<file path="config.mk">
export PLATFORM = sky130hd
export DESIGN_NAME = fetch_sequencer_flat
export DESIGN_NICKNAME = d
export VERILOG_FILES = /design/src/rtl/fetch_sequencer_if.sv /design/src/rtl/fetch_sequencer.sv /design/src/flat_wrapper.sv
export SDC_FILE = /design/constraint.sdc
export NUM_CORES = 1
export LEC_CHECK = 0
export CORE_ASPECT_RATIO = 2
export CORE_UTILIZATION = 40
export DETAILED_ROUTE_END_ITERATION = 12
export PLACE_DENSITY = 0.9
export SETUP_SLACK_MARGIN = 0.2
export SLEW_MARGIN = 10
export SYNTH_ARGS = -nofsm -noshare
export SYNTH_HDL_FRONTEND = slang
export SYNTH_SLANG_ARGS = --single-unit
</file>
<file path="constraint.sdc">
create_clock -name clk -period 3.32 [get_ports clk]
set_input_delay 0.83 -clock clk [delete_from_list [all_inputs] [get_ports clk]]
set_output_delay 0.83 -clock clk [all_outputs]
set_load 0.005 [all_outputs]
</file>
<file path="src/rtl/fetch_sequencer_if.sv">
// Instruction-fetch request/acknowledge channel between the fetch sequencer
// (master) and instruction memory (slave).
interface fetch_sequencer_if;
    logic        fetch_req;
    logic [31:0] fetch_addr;
    logic        fetch_ack;
    logic [31:0] fetch_data;
    logic        fetch_error;

    modport master (
        output fetch_req,
        output fetch_addr,
        input  fetch_ack,
        input  fetch_data,
        input  fetch_error
    );

    modport slave (
        input  fetch_req,
        input  fetch_addr,
        output fetch_ack,
        output fetch_data,
        output fetch_error
    );
endinterface

</file>
<file path="src/rtl/fetch_sequencer.sv">
// Fetch/execute sequencer for a multi-cycle, non-pipelined RV32 core: drives the
// external PC register, issues fetches, latches instructions, handles traps/mret.
module fetch_sequencer #(
    parameter logic [31:0] TRAP_VECTOR = 32'h0000_0100
) (
    input  logic                       clk,
    input  logic                       reset_n,
    input  logic [31:0]                pc,
    output logic [31:0]                pc_next,
    output logic                       pc_enable_n,
    fetch_sequencer_if.master          fetch,
    output logic [31:0]                instr,
    output logic                       instr_valid,
    input  logic                       exec_done,
    input  logic                       redirect,
    input  logic [31:0]                redirect_target,
    input  logic                       trap_req,
    input  logic [3:0]                 trap_cause_in,
    input  logic                       mret,
    output logic [31:0]                epc,
    output logic [3:0]                 mcause
);

    // One-hot encoding leaves two unreachable codes; both fall back to FETCH.
    typedef enum logic [1:0] {
        S_FETCH = 2'b01,
        S_EXEC  = 2'b10
    } state_t;

    localparam logic [3:0] CAUSE_MISALIGNED  = 4'd0;
    localparam logic [3:0] CAUSE_FETCH_FAULT = 4'd1;

    state_t      r_state;
    logic [31:0] r_instr;
    logic        r_instr_valid;
    logic [31:0] r_epc;
    logic [3:0]  r_mcause;

    state_t      w_state_next;
    logic [31:0] w_instr_next;
    logic        w_instr_valid_next;
    logic [31:0] w_epc_next;
    logic [3:0]  w_mcause_next;
    logic [31:0] w_pc_next;
    logic        w_pc_enable_n;
    logic        w_fetch_req;
    logic [31:0] w_pc_plus4;

    assign w_pc_plus4 = pc + 32'd4;

    always_ff @(posedge clk or negedge reset_n) begin
        if (!reset_n) begin
            r_state       <= S_FETCH;
            r_instr       <= 32'd0;
            r_instr_valid <= 1'b0;
            r_epc         <= 32'd0;
            r_mcause      <= 4'd0;
        end else begin
            r_state       <= w_state_next;
            r_instr       <= w_instr_next;
            r_instr_valid <= w_instr_valid_next;
            r_epc         <= w_epc_next;
            r_mcause      <= w_mcause_next;
        end
    end

    always_comb begin
        w_state_next       = r_state;
        w_instr_next       = r_instr;
        w_instr_valid_next = r_instr_valid;
        w_epc_next         = r_epc;
        w_mcause_next      = r_mcause;
        w_pc_next          = w_pc_plus4;
        w_pc_enable_n      = 1'b1;
        w_fetch_req        = 1'b0;

        case (r_state)
            S_FETCH: begin
                w_fetch_req = 1'b1;
                if (fetch.fetch_ack) begin
                    if (fetch.fetch_error) begin
                        w_pc_next     = TRAP_VECTOR;
                        w_pc_enable_n = 1'b0;
                        w_epc_next    = pc;
                        w_mcause_next = CAUSE_FETCH_FAULT;
                    end else begin
                        w_instr_next       = fetch.fetch_data;
                        w_instr_valid_next = 1'b1;
                        w_state_next       = S_EXEC;
                    end
                end
            end

            S_EXEC: begin
                if (exec_done) begin
                    w_pc_enable_n      = 1'b0;
                    w_instr_valid_next = 1'b0;
                    w_state_next       = S_FETCH;
                    // Next-PC sources in strict priority order.
                    if (trap_req) begin
                        w_pc_next     = TRAP_VECTOR;
                        w_epc_next    = pc;
                        w_mcause_next = trap_cause_in;
                    end else if (mret) begin
                        w_pc_next = r_epc;
                    end else if (redirect && (redirect_target[1:0] != 2'b00)) begin
                        w_pc_next     = TRAP_VECTOR;
                        w_epc_next    = pc;
                        w_mcause_next = CAUSE_MISALIGNED;
                    end else if (redirect) begin
                        w_pc_next = redirect_target;
                    end
                end
            end

            default: begin
                w_state_next       = S_FETCH;
                w_instr_valid_next = 1'b0;
            end
        endcase
    end

    // Reset must silence the request and PC load without waiting for a clock.
    assign fetch.fetch_req  = w_fetch_req & reset_n;
    assign fetch.fetch_addr = pc;
    assign pc_enable_n      = w_pc_enable_n | ~reset_n;
    assign pc_next          = w_pc_next;
    assign instr            = r_instr;
    assign instr_valid      = r_instr_valid;
    assign epc              = r_epc;
    assign mcause           = r_mcause;

endmodule

</file>
<file path="src/flat_wrapper.sv">
// flat-port wrapper written by rule: the top's interface ports become plain ports
module fetch_sequencer_flat 
#(
    parameter logic [31:0] TRAP_VECTOR = 32'h0000_0100
)
  (clk, reset_n, pc, pc_next, pc_enable_n, instr, instr_valid, exec_done, redirect, redirect_target, trap_req, trap_cause_in, mret, epc, mcause, fetch_fetch_req, fetch_fetch_addr, fetch_fetch_ack, fetch_fetch_data, fetch_fetch_error);
  fetch_sequencer_if fetch_i ();
  input  logic clk;
  input  logic reset_n;
  input  logic [31:0] pc;
  output logic [31:0] pc_next;
  output logic pc_enable_n;
  output logic [31:0] instr;
  output logic instr_valid;
  input  logic exec_done;
  input  logic redirect;
  input  logic [31:0] redirect_target;
  input  logic trap_req;
  input  logic [3:0] trap_cause_in;
  input  logic mret;
  output logic [31:0] epc;
  output logic [3:0] mcause;
  output wire logic [$bits(fetch_i.fetch_req)-1:0] fetch_fetch_req;
  output wire logic [$bits(fetch_i.fetch_addr)-1:0] fetch_fetch_addr;
  input wire logic [$bits(fetch_i.fetch_ack)-1:0] fetch_fetch_ack;
  input wire logic [$bits(fetch_i.fetch_data)-1:0] fetch_fetch_data;
  input wire logic [$bits(fetch_i.fetch_error)-1:0] fetch_fetch_error;
  assign fetch_fetch_req = fetch_i.fetch_req;
  assign fetch_fetch_addr = fetch_i.fetch_addr;
  assign fetch_i.fetch_ack = fetch_fetch_ack;
  assign fetch_i.fetch_data = fetch_fetch_data;
  assign fetch_i.fetch_error = fetch_fetch_error;
  fetch_sequencer #(.TRAP_VECTOR(TRAP_VECTOR)) u_core (.clk(clk), .reset_n(reset_n), .pc(pc), .pc_next(pc_next), .pc_enable_n(pc_enable_n), .fetch(fetch_i), .instr(instr), .instr_valid(instr_valid), .exec_done(exec_done), .redirect(redirect), .redirect_target(redirect_target), .trap_req(trap_req), .trap_cause_in(trap_cause_in), .mret(mret), .epc(epc), .mcause(mcause));
endmodule
</file>
==> impl_metrics.py <==
metrics = {
    "clock_network": {
        "cts_root_buf": "clkbuf_16",
        "cts_htree_levels": 3,
        "clk_path_buf_depth": 2,
        "path_clk_slew_ps": 60,
        "cts_tree": "yes",
        "clock-sinks": 70,
        "numCtsBuffers": 9,
        "clk_latency_ps": 340,
    },
    "floorplan": {
        "die_area_sq_mm": 0.0124,
        "io_pins": 243,
        "die_h_microns": 157,
        "core_sq_mm": 0.0117,
        "die_x_microns": 79.3,
        "num_rows": 56,
        "start_util_pct": 40.9,
    },
    "layout": {
        "synthToLayoutAreaGrowth_pct": 92.5,
        "seq_area_sq_mm": 0.00175,
        "design_area_sq_mm": 0.00920,
        "multi_input_area_sq_mm": 0.00310,
        "nFillCells": 735,
        "n_antenna_cell": 0,
        "drive_gt1_share_pct": 42.9,
        "nNetsFinal": 999,
    },
    "sta": {
        "finalCritPeriodShare_pct": 97.3,
        "finClkSkew_ps": 11.5,
        "setup_viol": 0,
        "slew_viol_final": 0,
        "finalHoldViolCount": 0,
        "max_freq_ghz": 0.310,
        "fin_hold_ws_ps": 489,
        "slew_headroom_pct": 62.5,
        "rsz0062_at_grt": "yes",
        "worstMarginPinSlew_ps": 562,
        "fin_crit_ps": 3230,
    },
    "logic_synthesis": {
        "postSynth.asyncResetShare_pct": 100,
        "synth_xor_area_share_pct": 5.13,
        "synth-compound-area-share_pct": 18.7,
        "synth_most_common_cell": "dfrtp_1",
        "synthAdderAreaFrac_pct": 1.05,
        "synth_area_leaders": "dfrtp_1, mux2_2, buf_4",
        "ys_seq_elements": 70,
        "yosys.area_share.simple_pct": 15.3,
        "synth_top_family_by_area": "compound AO/OA/AOI/OAI gates",
        "synthCells": 517,
        "ys_top_cells_by_count": "dfrtp_1, mux2_2, nand2_1",
        "synth.yosys.seq_area_share_pct": 36.7,
        "synth_warnings": 0,
        "synth_cell_types": 57,
        "synth_ff_type": "dfrtp_1",
        "synth_nets": 629,
        "synth_top_area_share_pct": 36.1,
        "yosys.area.top_type": "dfrtp_1",
        "synth_edf_count": 0,
        "avgSynthCellArea_sq_um": 9.25,
        "muxShareOfSynthArea_pct": 15.0,
        "netlist_area_sq_mm": 0.00478,
    },
    "global_routing": {
        "grt_max_degree": 45,
        "grt_pass1_wl_mm": 33.3,
        "grt_usage_pct": 36.0,
        "grt_antenna_before_repair": 0,
        "grt-ovfl-total": 0,
        "grt_pass1_vias": 6373,
    },
    "min_path": {
        "hold_class": "register to register",
    },
    "worst_setup_path": {
        "required_ps": 2490,
        "crit_path_end_kind": "primary output",
        "worst_setup_path_start_kind": "input pin",
        "crit_fanout": 4,
        "path_class": "input pin to primary output",
        "crit_arrival_ps": 2400,
    },
    "placed_design": {
        "numPortBuffers": 242,
        "place_area_sq_mm": 0.00801,
        "hpwl_mm": 16.5,
        "finalWeightedCongestion": 0.994,
    },
    "power_and_ir_drop": {
        "powerDensity_mw_per_mm2": 723,
        "vdd_drop_max_uv": 487,
        "p_leak_nw": 3.96,
    },
    "drt": {
        "ant_nets": 0,
        "avgRoutedWirePerCell_microns": 23.0,
        "vias": 6067,
        "vias_per_cell": 5.85,
        "first_iter_violations": 457,
        "drcViolationCount": 0,
        "firstDrtPassIters": 8,
        "wl_mm": 23.8,
    },
    "status": {
        "status": "completed",
    },
    "flow_run": {
        "maxCapViolations": 0,
    },
}
## layout make-up
cell class	count	area share, %
Clock buffer	10	2.60
Clock inverter	6	1.01
Inverter	8	0.326
Multi-Input combinational cell	379	33.7
Sequential cell	70	19.1
Tap cell	145	1.97
Timing Repair Buffer	419	41.3
## repair_timing
item / 4_1_cts / 5_1_grt
setup endpoints to repair: 33 / 30
pin swaps: 56 / 42
gates resized for setup: 304 / 88
gates cloned: 3 / 1
setup buffers: 32 / 16
hold buffers: 0 / 0
## power breakdown
part / leakage (nW) / switching (W) / internal [W]
Clock: 0.155 / 0.000403 / 0.000683
Combinational: 2.97 / 0.00161 / 0.00230
Sequential: 0.826 / 0.000369 / 0.00130
## layer usage
metal / GRT usage (%) / routed length, microns / vias up
met5: 0 / 0 / -
li1: - / - / 2589
met3: 6.47 / 1540 / 158
met2: 66.7 / 12700 / 401
met1: 32.8 / 7470 / 2919
met4: 29.7 / 2130 / 0
## stage by stage
step                      cells  power (W)  setup TNS, ps  utilization [%]  setup WS (ps)
final                      1037    0.00666              0             78.7           90.8
after floorplan             517    0.00304              0                -            451
after CTS                  1020    0.00642              0             76.1            157
after detailed placement    969    0.00525         -17660             68.5           -684
after global placement      969    0.00513         -17200             68.5           -656
after global routing       1037    0.00693              0             78.7           51.3
## cell families after synthesis
logic type	count (synthesis)
xor+xnor	28
mux	64
flops	70
compound gates	140
simple gates	143
buf+inv	68
fa+ha+maj	4
## worst max-delay path, cell delays in order
cell and delay [ps]:
buf_6 70, nand4_1 330, nor3_2 280, buf_4 160, buf_6 110, nand4_1 100
xnor2_1 160, o22a_1 220, buf_2 140
## final timing paths
| check | start | to | slack, ps | cells after the start |
|---|---|---|---|---|
| max | pc[14] | pc_next[29] | 90 | 9 |
| min | u_core.mcause[2] | u_core.mcause[2] | 490 | 2 |
| min reg2reg | u_core.mcause[2] | u_core.mcause[2] | 490 | 2 |
| max reg2reg | u_core.r_state[0] | u_core.epc[0] | 800 | 10 |
| max in group asynchronous | reset_n | u_core.instr_valid | 2200 | 2 |
| min in group asynchronous | reset_n | u_core.epc[16] | 610 | 2 |
## flip-flops by register name, indices dropped and copies added (netlist names)
name / count
u_core.epc: 32
u_core.mcause: 4
u_core.instr: 32
u_core.r_state: 1
u_core.instr_valid: 1
## cell usage in the layout, fill, tap and decap left out, drive strengths merged, types with 9 or more instances in the layout
cell           count
nor3              13
a21oi             46
o21ai             34
dfrtp             69
clkbuf            15
mux2              63
xor2              16
xnor2             12
nand3             18
dlygate4sd2       12
a211oi             9
nand2             47
nand4             10
clkdlybuf4s50    174
nor2              25
buf              223
Power figures use the tool's default switching activity.
